==> config.mk <==
export PLATFORM = sky130hd
export DESIGN_NAME = fir_mac_sequencer
export DESIGN_NICKNAME = d
export VERILOG_FILES = /design/src/rtl/fir_pkg.sv /design/src/rtl/fir_mac.sv /design/src/rtl/fir_mac_sequencer.sv
export SDC_FILE = /design/constraint.sdc
export NUM_CORES = 1
export LEC_CHECK = 0
export BUFFER_PORTS_ARGS = -buffer_cell sky130_fd_sc_hd__buf_2
export CAP_MARGIN = 20
export CELL_PAD_IN_SITES_DETAIL_PLACEMENT = 1
export CELL_PAD_IN_SITES_GLOBAL_PLACEMENT = 2
export CORE_ASPECT_RATIO = 0.5
export CORE_MARGIN = 2
export CORE_UTILIZATION = 30
export DETAILED_ROUTE_END_ITERATION = 16
export MAX_ROUTING_LAYER = met4
export PLACE_DENSITY_LB_ADDON = 0.12
export SYNTH_ARGS = -nofsm -noshare
export SYNTH_HDL_FRONTEND = slang
export SYNTH_SLANG_ARGS = --single-unit
==> constraint.sdc <==
create_clock -name clk -period 9 [get_ports clk]
set_input_delay 0.9 -clock clk [delete_from_list [all_inputs] [get_ports clk]]
set_output_delay 0.9 -clock clk [all_outputs]
set_load 0.05 [all_outputs]
==> src/rtl/fir_pkg.sv <==
// Shared parameters, FSM encoding, default coefficients and saturation limits
// for the serial 8-tap FIR sequencer.
package fir_pkg;

    localparam int TAPS = 8;
    localparam int DW   = 16;
    localparam int FRAC = 12;
    localparam int ACCW = 36;
    localparam int AW   = $clog2(TAPS);

    typedef enum logic [1:0] {
        IDLE  = 2'd0,
        MAC   = 2'd1,
        ROUND = 2'd2,
        OUT   = 2'd3
    } state_t;

    localparam logic [DW-1:0] DEF_COEF [TAPS] = '{
        16'hFEA8, 16'hFF18, 16'h02EC, 16'h068A,
        16'h068A, 16'h02EC, 16'hFF18, 16'hFEA8
    };

    localparam logic signed [ACCW-1:0] SAT_MAX  = ACCW'(2 ** (DW - 1) - 1);
    localparam logic signed [ACCW-1:0] SAT_MIN  = ACCW'(-(2 ** (DW - 1)));
    localparam logic signed [ACCW-1:0] HALF_LSB = ACCW'(2 ** (FRAC - 1));

endpackage

==> src/rtl/fir_mac.sv <==
// Signed DW x DW multiply with sign-extended accumulation and synchronous clear.
module fir_mac
    import fir_pkg::*;
(
    input  logic                   clk,
    input  logic                   rst_n,
    input  logic                   clr_i,
    input  logic                   en_i,
    input  logic signed [DW-1:0]   a_i,
    input  logic signed [DW-1:0]   b_i,
    output logic signed [ACCW-1:0] acc_o
);

    logic signed [2*DW-1:0] prod;
    logic signed [ACCW-1:0] acc_d;
    logic signed [ACCW-1:0] acc_q;

    assign prod = a_i * b_i;

    always_comb begin
        acc_d = acc_q;
        if (clr_i) begin
            acc_d = '0;
        end else if (en_i) begin
            acc_d = acc_q + ACCW'(prod);
        end
    end

    always_ff @(posedge clk or negedge rst_n) begin
        if (!rst_n) begin
            acc_q <= '0;
        end else begin
            acc_q <= acc_d;
        end
    end

    assign acc_o = acc_q;

endmodule

==> src/rtl/fir_mac_sequencer.sv <==
// Serial 8-tap FIR: ring-buffer delay line, programmable coefficient bank and
// one shared MAC, with round-half-up and saturation back to Q4.12.
module fir_mac_sequencer
    import fir_pkg::*;
(
    input  logic          clk,
    input  logic          rst_n,
    input  logic          coef_we,
    input  logic [AW-1:0] coef_addr,
    input  logic [DW-1:0] coef_wdata,
    output logic          coef_err,
    input  logic          in_valid,
    output logic          in_ready,
    input  logic [DW-1:0] x_in,
    output logic          out_valid,
    input  logic          out_ready,
    output logic [DW-1:0] y_out,
    output logic          sat_flag,
    output logic          busy
);

    state_t        state_q;
    logic [DW-1:0] ring_q [TAPS];
    logic [DW-1:0] coef_q [TAPS];
    logic [AW-1:0] wr_ptr_q;
    logic [AW-1:0] base_q;
    logic [AW-1:0] k_q;
    logic [DW-1:0] y_q;
    logic          sat_q;
    logic          out_valid_q;
    logic          coef_err_q;

    logic                   addr_ok;
    logic                   coef_apply;
    logic [AW-1:0]          tap_idx;
    logic signed [ACCW-1:0] acc;
    logic signed [ACCW-1:0] rounded;
    logic [DW-1:0]          y_d;
    logic                   sat_d;

    assign addr_ok    = (32'(coef_addr) < TAPS);
    assign coef_apply = coef_we && addr_ok && (state_q == IDLE);

    // TAPS is a power of two, so the AW-bit subtraction is the modulo-TAPS walk
    // backwards through the delay line from the newest sample.
    assign tap_idx = base_q - k_q;

    fir_mac u_mac (
        .clk   (clk),
        .rst_n (rst_n),
        .clr_i (state_q == IDLE),
        .en_i  (state_q == MAC),
        .a_i   (coef_q[k_q]),
        .b_i   (ring_q[tap_idx]),
        .acc_o (acc)
    );

    assign rounded = (acc + HALF_LSB) >>> FRAC;

    always_comb begin
        y_d   = rounded[DW-1:0];
        sat_d = 1'b0;
        if (rounded > SAT_MAX) begin
            y_d   = SAT_MAX[DW-1:0];
            sat_d = 1'b1;
        end else if (rounded < SAT_MIN) begin
            y_d   = SAT_MIN[DW-1:0];
            sat_d = 1'b1;
        end
    end

    always_ff @(posedge clk or negedge rst_n) begin
        if (!rst_n) begin
            state_q     <= IDLE;
            wr_ptr_q    <= '0;
            base_q      <= '0;
            k_q         <= '0;
            y_q         <= '0;
            sat_q       <= 1'b0;
            out_valid_q <= 1'b0;
            coef_err_q  <= 1'b0;
            for (int i = 0; i < TAPS; i++) begin
                ring_q[i] <= '0;
                coef_q[i] <= DEF_COEF[i];
            end
        end else begin
            coef_err_q <= coef_we && !coef_apply;
            if (coef_apply) begin
                coef_q[coef_addr] <= coef_wdata;
            end
            case (state_q)
                IDLE: begin
                    if (in_valid) begin
                        ring_q[wr_ptr_q] <= x_in;
                        base_q           <= wr_ptr_q;
                        wr_ptr_q         <= wr_ptr_q + 1'b1;
                        k_q              <= '0;
                        state_q          <= MAC;
                    end
                end
                MAC: begin
                    k_q <= k_q + 1'b1;
                    if (k_q == AW'(TAPS - 1)) begin
                        state_q <= ROUND;
                    end
                end
                ROUND: begin
                    y_q         <= y_d;
                    sat_q       <= sat_d;
                    out_valid_q <= 1'b1;
                    state_q     <= OUT;
                end
                OUT: begin
                    if (out_ready) begin
                        out_valid_q <= 1'b0;
                        state_q     <= IDLE;
                    end
                end
                default: state_q <= IDLE;
            endcase
        end
    end

    assign in_ready  = (state_q == IDLE);
    assign busy      = (state_q != IDLE);
    assign out_valid = out_valid_q;
    assign y_out     = y_q;
    assign sat_flag  = sat_q;
    assign coef_err  = coef_err_q;

endmodule

# Word level (Yosys, flattened, before mapping)
# Index checks and enable logic that the tools add are counted.
# totals
ff_bits,322
word_cells,89
# classes
n_addsub,5
n_mul,1
magnitude_cmp,8
n_eq_ne,7
mux,26
bitwise,4
n_reduce_logical,13
# ops
op,count
$bwmux 128,2
$mux 16,8
$bmux 16 s3,2
$demux 16 s3,2
$mux 36,2
$add 36x13->36 const B,1
$add 36x32->36,1
$mul 16x16->32,1
$gt 24x16->1 const B,1
$lt 24x16->1 const B,1
$ge 4x4->1 const B,4
$not 3->4,4
$lt 4x1->1 const B,2
$pmux 2 s4,1
$add 3x1->3 const B,2
$mux 2,3
$ne 2x2->1 const B,3
$pmux 3 s2,1
$reduce_and 2->1,3
$reduce_bool 2->1,3
$eq 2x2->1 const B,2
$logic_and 1x1->1,4
$eq 3x3->1 const B,1
$mux 1,3
7 further kinds,7

# Longest topological paths before layout
# Gate-level depths: netlist of the first run.
# depth
depth_word,9
depth_mapped,34

# Modules after synthesis
# Synthesis of the first run repeated with hierarchy kept, for this count alone.
# unflattened
hier_cells,2301
area_unflattened_um2,26788.2
# by_module_without_submodules
mod,n_inst,cells_each,area_each_um2,seq_area_each_um2
fir_mac_sequencer,1,887,13604.3,7234.4
fir_mac,1,1414,13183.9,900.9

# Worst setup path after synthesis of the first run
# OpenSTA, ideal clock, no wires.
# synth_path
path_type,register to register
start,register k_q[1]
end,"register u_mac.acc_q[35], in the netlist u_mac.acc_o[35]"
setup_ns,0.094
arrival_time_ns,9.277
t_required_ns,8.906
path_slack_ns,-0.371
path_stages_with_launch,34
n_path_buf,6
cell_sequence,dfrtp_1 > clkbuf_1 > buf_1 > buf_1 > inv_1 > fa_1 > xor2_1 > xnor2_1 > clkbuf_1 > buf_2 > mux4_2 > mux2i_1 > clkbuf_1 > nor2_1 > fa_1 > inv_1 > fa_1 > fa_1 > inv_1 > fa_1 > fa_1 > inv_1 > fa_1 > inv_1 > ha_1 > and4_1 > nand2_1 > a221oi_1 > o2111ai_1 > o31ai_1 > o21ai_0 > a21oi_1 > xnor2_1 > a211oi_1
# synth_via
elab_chain_len,9
# synth_rtl
item,line_no,source
start: declaration,fir_mac_sequencer.sv:27,logic [AW-1:0] k_q;
start signal: assignment,fir_mac_sequencer.sv:102,k_q <= k_q + 1'b1;
$sub 3x3->3,fir_mac_sequencer.sv:46,assign tap_idx = base_q - k_q;
$not 3->4 (implied by the code),fir_mac_sequencer.sv:54,".b_i (ring_q[tap_idx]),"
$bmux 16 s3,fir_mac_sequencer.sv:54,
$mux 16 (implied by the code) (2 in series),fir_mac_sequencer.sv:54,
$mul 16x16->32 (*),fir_mac.sv:18,assign prod = a_i * b_i;
$add 36x32->36 (*),fir_mac.sv:25,acc_d = acc_q + ACCW'(prod);
$mux 36 (*),fir_mac.sv:24,end else if (en_i) begin
$mux 36 (*),fir_mac.sv:22,if (clr_i) begin
end signal: assignment,fir_mac.sv:31,acc_q <= '0;
end signal: assignment,fir_mac.sv:33,acc_q <= acc_d;
end: declaration,fir_mac.sv:16,logic signed [ACCW-1:0] acc_q;
# Mark *: on every way between the ends. The rest lies on a longest branch, timed or not. The select of a mux whose other input is x is not followed.
# A chain may end at the register's enable or synchronous reset.

# Worst setup path in the final report of the first run
# layout_path
start,register base_q[0]
end,"register u_mac.acc_q[24], in the netlist u_mac.acc_o[24]"
# layout_via
elab_chain_len,9
# layout_rtl
item,line_no,source
start: declaration,fir_mac_sequencer.sv:26,logic [AW-1:0] base_q;
start signal: assignment,fir_mac_sequencer.sv:95,base_q <= wr_ptr_q;
$sub 3x3->3,fir_mac_sequencer.sv:46,
$not 3->4 (implied by the code),fir_mac_sequencer.sv:54,
$bmux 16 s3,fir_mac_sequencer.sv:54,
$mux 16 (implied by the code) (2 in series),fir_mac_sequencer.sv:54,
$mul 16x16->32,fir_mac.sv:18,
$add 36x32->36,fir_mac.sv:25,
$mux 36,fir_mac.sv:24,
$mux 36,fir_mac.sv:22,
# No other way between the ends. The select of a mux whose other input is x is not followed.

==> results of run 1 <==
-- Yosys cell counts, types with 8 or more instances --
| master | number | area (um^2) |
|---|---|---|
| dfstp_2 | 62 | 1630 |
| a211oi_1 | 8 | 60.1 |
| clkbuf_1 | 56 | 210 |
| a21o_1 | 13 | 97.6 |
| o21ai_0 | 22 | 110 |
| and3_1 | 8 | 50.1 |
| inv_1 | 411 | 1540 |
| and2_1 | 10 | 62.6 |
| a21oi_2 | 10 | 87.6 |
| xor2_1 | 13 | 114 |
| fa_1 | 315 | 6310 |
| ha_1 | 116 | 1450 |
| nor2_1 | 196 | 736 |
| nand2b_1 | 16 | 100 |
| buf_1 | 12 | 45.0 |
| mux2i_1 | 45 | 450 |
| mux2_4 | 10 | 150 |
| and4_1 | 9 | 78.8 |
| mux2_2 | 287 | 3230 |
| mux4_2 | 64 | 1440 |
| a21oi_1 | 44 | 220 |
| xnor2_1 | 38 | 333 |
| nand2_1 | 146 | 548 |
| nand3_1 | 13 | 65.1 |
| nor3_1 | 16 | 80.1 |
| o21ai_1 | 8 | 40.0 |
| dfrtp_1 | 260 | 6510 |
-- cell usage in the layout, fill, tap and decap left out, drive strengths merged, types with 3 or more instances in the layout --
cell | Yosys | final
mux2 | 297 | 297
clkinv | 0 | 5
inv | 413 | 415
or2 | 7 | 7
nand2 | 146 | 146
xnor2 | 38 | 38
nor3 | 16 | 16
o2111ai | 3 | 3
or4 | 3 | 3
dfrtp | 260 | 260
clkbuf | 56 | 51
mux4 | 64 | 64
mux2i | 45 | 45
nand4 | 6 | 6
nor4b | 3 | 3
and4 | 9 | 9
o22ai | 3 | 3
and3 | 9 | 9
diode | 0 | 3
nor2 | 197 | 197
nor4 | 5 | 5
nand2b | 16 | 16
o21a | 7 | 7
and2 | 11 | 11
fa | 315 | 315
a21o | 13 | 13
ha | 116 | 116
dfstp | 62 | 62
nand3 | 13 | 13
a211oi | 8 | 8
a21oi | 54 | 54
nor2b | 4 | 4
or3 | 4 | 4
o21ai | 31 | 31
buf | 17 | 131
xor2 | 13 | 13
-- critical path, delay by kind of cell, from the launching register on --
kind | cells | cell delay [ns]
fa+ha+maj | 9 | 4.07
compound gates | 7 | 1.61
mux | 2 | 0.90
simple gates | 3 | 0.53
buf+inv | 6 | 0.49
xor+xnor | 2 | 0.48
flops | 1 | 0.38
-- sequential cells by signal, indices dropped and copies added, names as in the netlist, 2 cells and up --
signal / count
k_q: 3
wr_ptr_q: 3
ring_q: 128
base_q: 3
state_q: 2
coef_q: 128
u_mac.acc_o: 36
y_out: 16
-- cells by family (layout without fill, tap and decap cells) --
kind of cell,after synthesis,count (layout),share of synthesized area [%]
other,0,3,0
DFF,322,322,30.8
AOI/OAI and AO/OA,145,145,3.64
and+or+nand+nor,451,451,7.54
muxes,406,406,20.0
xor gates and xnor gates,51,51,1.69
buffers and inverters,486,605,6.97
adders and majority gates,431,431,29.4
-- timing repair --
item | 4_1_cts | 5_1_grt
buffers inserted | 0 | 0
setup endpoints to repair | 0 | 4
hold endpoints to repair | 0 | 0
gates resized for setup | 0 | 2
-- per-stage QoR --
| stage | utilization (%) | setup WS, ns | hold WS [ns] | area [um^2] | instances |
|---|---|---|---|---|---|
| 4_1_cts | 34.2 | 0.287 | 0.365 | 29700 | 3577 |
| 5_1_grt | 34.3 | 0.00788 | 0.380 | 29800 | 3583 |
| 3_3_place_gp | 32.9 | 0.318 | 0.473 | 28500 | 3515 |
| 2_1_floorplan | - | 0.0114 | 0.447 | 26400 | 2292 |
| 3_5_place_dp | 32.9 | 0.311 | 0.466 | 28500 | 3516 |
| 6_report | 34.4 | 0.401 | 0.349 | 29800 | 3584 |
-- metal layers --
layer,part of all wire (%),track usage [%],wire length (um),vias to the layer above
met3,3.7,3.09,2870,68
li1,-,-,-,7634
met4,1.2,2.53,941,0
met1,53,27.3,41300,8899
met5,0,-,0,-
met2,42,26.0,32100,166
-- layout make-up --
type | instances | area (um^2) | share of cell area, %
diodes | 3 | 7.51 | 0.0252
flip-flops and latches | 322 | 8140 | 27.4
well taps | 1170 | 1460 | 4.92
repair buffers | 131 | 948 | 3.19
clock inverters | 10 | 125 | 0.420
inverters | 413 | 1550 | 5.21
clock buffers | 51 | 996 | 3.35
multi-input cells | 1484 | 16500 | 55.5
-- path summary, 6_finish.rpt --
path / end / from / slack (ns)
min reg2reg: base_q[0] / base_q[0] / 0.49
max reg2reg: u_mac.acc_o[24] / base_q[0] / 0.40
min: ring_q[21] / rst_n / 0.35
max: u_mac.acc_o[24] / base_q[0] / 0.40
max in group asynchronous: coef_q[112] / rst_n / 7.11
min in group clk: base_q[0] / base_q[0] / 0.49
==> impl_metrics.env, run 1 <==
export IMPL_yosysUniqueCellTypes=69
export IMPL_ys_flop_type="dfrtp_1"
export IMPL_vias=16800
export IMPL_drc=0
export IMPL_gr_usage_all_layers_pct=18.2
export IMPL_required_ns=9.44
export IMPL_grt_start_max_net_pins=88
export IMPL_slew_headroom_pct=31.1
export IMPL_nets=2858
export IMPL_path_clk_slew_ns=0.06
export IMPL_gp_congestion=0.835
export IMPL_cpMostUsedCell="fa_1"
export IMPL_syn_area_per_cell_um2=11.5
export IMPL_rsz0062_at_grt="false"
export IMPL_synthToLayoutAreaGrowth_pct=12.7
export IMPL_outcome="finished, final reports clean"
export IMPL_critPathMaxFanout=7
export IMPL_fin_crit_sh_pct=95.5
export IMPL_syn_cell_area_mm2=0.0264
export IMPL_overflow=0
export IMPL_hold_path_class="in2async"
export IMPL_synth_seq_cells=322
export IMPL_maxCapViolCount=0
export IMPL_die_h_um=214
export IMPL_max_clock_path_buffers=3
export IMPL_first_pass_iters=5
export IMPL_dpl_hpwl_um=59300
export IMPL_tns_ns=0
export IMPL_die_w_um=424
export IMPL_antenna_found_initial=6
export IMPL_ys_warn_count=0
export IMPL_drt_wl_total_um=77200
export IMPL_antenna_left=0
export IMPL_fmax_mhz=116
export IMPL_finalHoldViolations=0
export IMPL_h_tree_depth=2
export IMPL_root_buffer="clkbuf_16"
export IMPL_cts_tree="built"
export IMPL_fill_cells=9430
export IMPL_cp_slowest_cell="mux2i_2"
export IMPL_dieArea_mm2=0.0905
export IMPL_drive_gt1_share_pct=27.1
export IMPL_worst_setup_path_type="reg2reg"
export IMPL_rows=76
export IMPL_setup_worst_path_start_class="flip-flop"
export IMPL_drt_iter0_markers=796
export IMPL_synth_edff_count=0
export IMPL_critPathMaxStageDelay_ns=0.59
export IMPL_wl_per_cell_um=21.5
export IMPL_finalSetupViolations=0
export IMPL_cp_end_kind="flip-flop"
export IMPL_synth_net_count=2763
export IMPL_synth_seq_area_share_pct=30.8
export IMPL_ff2ff_path_depth=29
export IMPL_critPathArrivalTime_ns=9.03
export IMPL_grt_pass1_vias=18800
export IMPL_finClkSkew_ns=0.0175
export IMPL_grt_pass1_wl_um=121000
export IMPL_fp_coreArea_mm2=0.0866
export IMPL_clock_sinks=322
export IMPL_syn_inst=2292
export IMPL_viasPerCell=4.68
export IMPL_cts_buffers=35
export IMPL_maxSlewViolCount=0
export IMPL_final_min_clock_period_ns=8.60
export IMPL_postCtsHoldBufs=0
export IMPL_initial_core_util_pct=30.5
export IMPL_worst_pin_slew_ns=1.03
export IMPL_async_reset_ff_share_pct=100
export IMPL_io_pin_count=61
export IMPL_insertion_delay_ns=0.56
export IMPL_io_buffers=60
Power of run 1 is not shown: default switching activity piles up to over one toggle a cycle in this logic, so the estimate is an artifact.
==> inputs of run 2 (changes only) <==
==> constraint.sdc (replaced) <==
create_clock -name clk -period 10.3 [get_ports clk]
set_input_delay 0 -clock clk [delete_from_list [all_inputs] [get_ports clk]]
set_output_delay 0 -clock clk [all_outputs]
set_load 0.05 [all_outputs]
==> run 2 against run 1 <==
  * Register-to-register slack gained 0.41 ns
  * Non-clock buffer count grew 23
  * Global-route usage grew 0.18 points
  * First-iteration DRC count shrank 11%
  * Critical path depth grew 1
  * Sequential share of layout area shrank 0.27 points
  * Utilization grew 0.34 points
  * Sequential cell count is the same
  * Clock-buffer cell count shrank 1
==> impl_metrics.env, run 2 (synthesis gave the netlist of run 1 again) <==
export IMPL_viasPerCell=4.70
export IMPL_gp_congestion=0.815
export IMPL_required_ns=10.76
export IMPL_setup_worst_path_start_class="flip-flop"
export IMPL_cp_slowest_cell="xnor2_2"
export IMPL_cts_tree="built"
export IMPL_grt_pass1_vias=18800
export IMPL_critPathMaxFanout=16
export IMPL_cts_buffers=36
export IMPL_maxCapViolCount=0
export IMPL_critPathMaxStageDelay_ns=0.73
export IMPL_dpl_hpwl_um=60000
export IMPL_stdcell_area_mm2=0.0301
export IMPL_fmax_mhz=105
export IMPL_io_pin_count=61
export IMPL_grt_pass1_wl_um=122000
export IMPL_max_clock_path_buffers=3
export IMPL_vias=17000
export IMPL_h_tree_depth=2
export IMPL_overflow=0
export IMPL_maxSlewViolCount=0
export IMPL_post_cts_resized=0
export IMPL_die_h_um=214
export IMPL_slew_headroom_pct=28.4
export IMPL_worst_pin_slew_ns=1.07
export IMPL_gr_usage_all_layers_pct=18.4
export IMPL_tns_ns=0
export IMPL_cts_setup_buffers=0
export IMPL_final_cell_mix="inv_1 (411), fa_1 (315), mux2_2 (287), dfrtp_1 (257), nor2_1 (191)"
export IMPL_synthToLayoutAreaGrowth_pct=13.8
export IMPL_fin_crit_sh_pct=92.2
export IMPL_critPathBufInv=8
export IMPL_rows=76
export IMPL_rsz0062_at_grt="false"
export IMPL_io_buffers=60
export IMPL_wl_per_cell_um=21.7
export IMPL_hold_path_class="in2async"
export IMPL_antenna_left=0
export IMPL_fp_coreArea_mm2=0.0866
export IMPL_drt_wl_total_um=78300
export IMPL_drive_gt1_share_pct=26.4
export IMPL_initial_core_util_pct=30.5
export IMPL_antenna_found_initial=5
export IMPL_postCtsHoldBufs=38
export IMPL_finalSetupViolations=0
export IMPL_die_w_um=424
export IMPL_rr_startpoint="base_q[0]"
export IMPL_critPathLaunch="base_q[0]"
export IMPL_fill_cells=9433
export IMPL_outcome="finished, final reports clean"
export IMPL_cp_end_kind="flip-flop"
export IMPL_insertion_delay_ns=0.57
export IMPL_path_clk_slew_ns=0.06
export IMPL_place_area_mm2=0.0284
export IMPL_drc=0
export IMPL_grt_start_max_net_pins=167
export IMPL_finClkSkew_ns=0.0217
export IMPL_final_common_cell="inv_1"
export IMPL_nets=2882
export IMPL_dieArea_mm2=0.0905
export IMPL_drt_iter0_markers=707
export IMPL_finalHoldViolations=0
export IMPL_critPathArrivalTime_ns=9.95
export IMPL_cp_top_family="adder cells"
export IMPL_final_min_clock_period_ns=9.49
export IMPL_root_buffer="clkbuf_16"
export IMPL_worst_setup_path_type="reg2reg"
export IMPL_clock_sinks=322
export IMPL_first_pass_iters=5
[run 2: path summary, 6_finish.rpt]
kind                                    to  slack, ns  depth (start not counted)
max                        u_mac.acc_o[35]       0.81                         30
min                              ring_q[4]       0.08                          2
max reg2reg                u_mac.acc_o[35]       0.81                         30
min reg2reg                      base_q[0]       0.49                          2
max in group asynchronous       coef_q[60]       8.68                          3
min in group clk                coef_q[47]       0.10                          4
[run 2: area by class of cell]
class | count | area, um^2 | share of cell area, %
Sequential cell | 322 | 8140 | 27.1
Clock inverter | 11 | 184 | 0.612
Antenna cell | 4 | 10.0 | 0.0333
Clock buffer | 50 | 1040 | 3.48
Timing Repair Buffer | 154 | 1140 | 3.80
Tap cell | 1170 | 1460 | 4.87
Multi-Input combinational cell | 1484 | 16500 | 55.0
Inverter | 413 | 1550 | 5.16
[run 2: stage by stage]
step	util (%)	hold WS (ns)	std cells	worst slack, ns
after floorplan	-	-0.296	2292	0.929
after global placement	32.8	0.129	3501	0.990
after detailed placement	32.8	0.129	3504	0.794
after CTS	34.7	0.0591	3603	0.746
after global routing	34.7	0.0923	3607	0.126
final	34.7	0.0760	3608	0.807
[run 2: layer usage]
metal,GRT usage [%],wire length (um),part of all wire (%),vias to the layer above
li1,-,-,-,7672
met1,27.3,41400,53,9038
met2,26.6,33100,42,174
met3,2.70,2470,3.2,68
met4,3.28,1290,1.6,0
met5,-,0,0,-
Power of run 2 is left out for the same reason.
==> inputs of run 3 (changes only) <==
CTS_CLUSTER_SIZE = 14   (was not set)
RECOVER_POWER = 25   (was not set)
==> run 3 against run 2 <==
  * The flow now finishes with violations (max-capacitance violations, max-slew violations)
  * Critical path type unchanged
  * Via count shrank 0.18%
  * Highest routed layer unchanged
  * Final area fell by 0.18%
  * Clock-buffer cell count unchanged
  * First-iteration DRC count decreased by 2.0%
  * Critical path depth unchanged
  * Register-to-register slack about the same
==> impl_metrics.env, run 3 (synthesis gave the netlist of run 1 again) <==
export IMPL_fill_cells=9444
export IMPL_dieArea_mm2=0.0905
export IMPL_post_place_cells=3504
export IMPL_reg2reg_to="u_mac.acc_o[35]"
export IMPL_fp_coreArea_mm2=0.0866
export IMPL_synthToLayoutAreaGrowth_pct=13.6
export IMPL_rr_startpoint="base_q[0]"
export IMPL_final_cell_mix="inv_1 (411), fa_1 (315), mux2_2 (287), dfrtp_1 (257), nor2_1 (191)"
export IMPL_required_ns=10.76
export IMPL_critPathMaxStageDelay_ns=0.73
export IMPL_slew_headroom_pct=-282
export IMPL_crit_path_end="u_mac.acc_o[35]"
export IMPL_cts_buffers=36
export IMPL_clock_sinks=322
export IMPL_maxCapViolCount=2
export IMPL_hold_path_class="in2reg"
export IMPL_worst_pin_slew_ns=5.73
export IMPL_initial_core_util_pct=30.5
export IMPL_critPathLaunch="base_q[0]"
export IMPL_tns_ns=0
export IMPL_die_w_um=424
export IMPL_nets=2882
export IMPL_final_common_cell="inv_1"
export IMPL_rows=76
export IMPL_dpl_hpwl_um=60000
export IMPL_vias=16900
export IMPL_maxSlewViolCount=270
export IMPL_io_buffers=60
export IMPL_drive_gt1_share_pct=25.6
export IMPL_gr_usage_all_layers_pct=18.4
export IMPL_die_h_um=214
export IMPL_first_pass_iters=7
export IMPL_cp_slowest_cell="xnor2_2"
export IMPL_setup_worst_path_start_class="flip-flop"
export IMPL_drt_iter0_markers=693
export IMPL_drt_wl_total_um=78300
export IMPL_violations="max-capacitance violations, max-slew violations"
export IMPL_grt_pass1_vias=18800
export IMPL_io_pin_count=61
export IMPL_finalSetupViolations=0
export IMPL_antenna_left=0
export IMPL_overflow=0
export IMPL_fin_crit_sh_pct=92.1
export IMPL_root_buffer="clkbuf_16"
export IMPL_gp_congestion=0.815
export IMPL_critPathMaxFanout=16
export IMPL_final_min_clock_period_ns=9.49
export IMPL_wl_per_cell_um=21.7
export IMPL_worst_setup_path_type="reg2reg"
export IMPL_viasPerCell=4.69
export IMPL_cts_tree="built"
export IMPL_path_clk_slew_ns=0.06
export IMPL_drc=0
export IMPL_instances_no_fill=3608
export IMPL_finClkSkew_ns=0.0252
export IMPL_grt_start_max_net_pins=167
export IMPL_finalHoldViolations=0
export IMPL_reg2reg_slack_ns=0.81
export IMPL_cp_end_kind="flip-flop"
export IMPL_cts_setup_buffers=0
export IMPL_critPathArrivalTime_ns=9.95
export IMPL_antenna_found_initial=5
export IMPL_ff2ff_path_depth=30
export IMPL_insertion_delay_ns=0.58
export IMPL_h_tree_depth=2
export IMPL_max_clock_path_buffers=3
export IMPL_outcome="finished, violations left"
export IMPL_grt_pass1_wl_um=122000
export IMPL_fmax_mhz=105
export IMPL_rsz0062_at_grt="false"
==> run 3: cell types whose count changed in the layout (fill, tap and decap cells not counted), sizes merged <==
| cell | change |
|---|---|
| buf | -21 |
| clkbuf | +21 |
==> run 3: worst min path at each step <==
stage	from	endpoint	slack [ns]	cells past startpoint
after CTS	coef_addr[2]	coef_q[47]	0.06	4
after global placement	rst_n	ring_q[52]	0.13	1
after global routing	coef_addr[2]	coef_q[42]	0.09	4
after floorplan	rst_n	base_q[0]	-0.30	0
final	coef_addr[2]	coef_q[47]	0.10	4
after detailed placement	rst_n	ring_q[32]	0.13	1
==> run 3: layout make-up <==
type	count	area [um^2]	share of cell area [%]
Inverter	413	1550	5.17
Tap cell	1170	1460	4.88
Antenna cell	4	10.0	0.0334
Timing Repair Buffer	154	1090	3.64
Multi-Input combinational cell	1484	16500	55.0
Sequential cell	322	8140	27.1
Clock buffer	50	1040	3.48
Clock inverter	11	184	0.613
==> run 3: per-layer routing <==
layer / wire length [um] / share of wire (%) / GRT usage, % / vias to the layer above
li1: - / - / - / 7676
met1: 41500 / 53 / 27.3 / 8994
met2: 33000 / 42 / 26.6 / 183
met3: 2540 / 3.2 / 2.70 / 68
met4: 1290 / 1.6 / 3.28 / 0
met5: 0 / 0 / - / -
==> run 3: per-stage QoR <==
step	setup WS [ns]	instance area (um^2)	util (%)	hold slack (ns)
2_1_floorplan	0.929	26400	-	-0.296
3_3_place_gp	0.990	28400	32.8	0.129
3_5_place_dp	0.794	28400	32.8	0.129
4_1_cts	0.746	30000	34.7	0.0591
5_1_grt	0.126	30000	34.6	0.0923
6_report	0.814	30000	34.6	0.103
==> run 3: worst max-delay path: cells and delay by family, from the launching register on <==
kind                       cells  cell delay, ns
and+or+nand+nor                2            0.23
muxes                          2            0.71
xor gates and xnor gates       3            1.00
adders and majority gates      9            4.07
AOI/OAI and AO/OA              6            2.20
DFF                            1            0.38
buffers and inverters          8            0.78
==> run 3: repair_timing <==
action                                 CTS  global route
resized for setup                        0             0
hold buffers                            38             0
endpoints found under the hold margin  362             0
Power of run 3 is left out for the same reason.
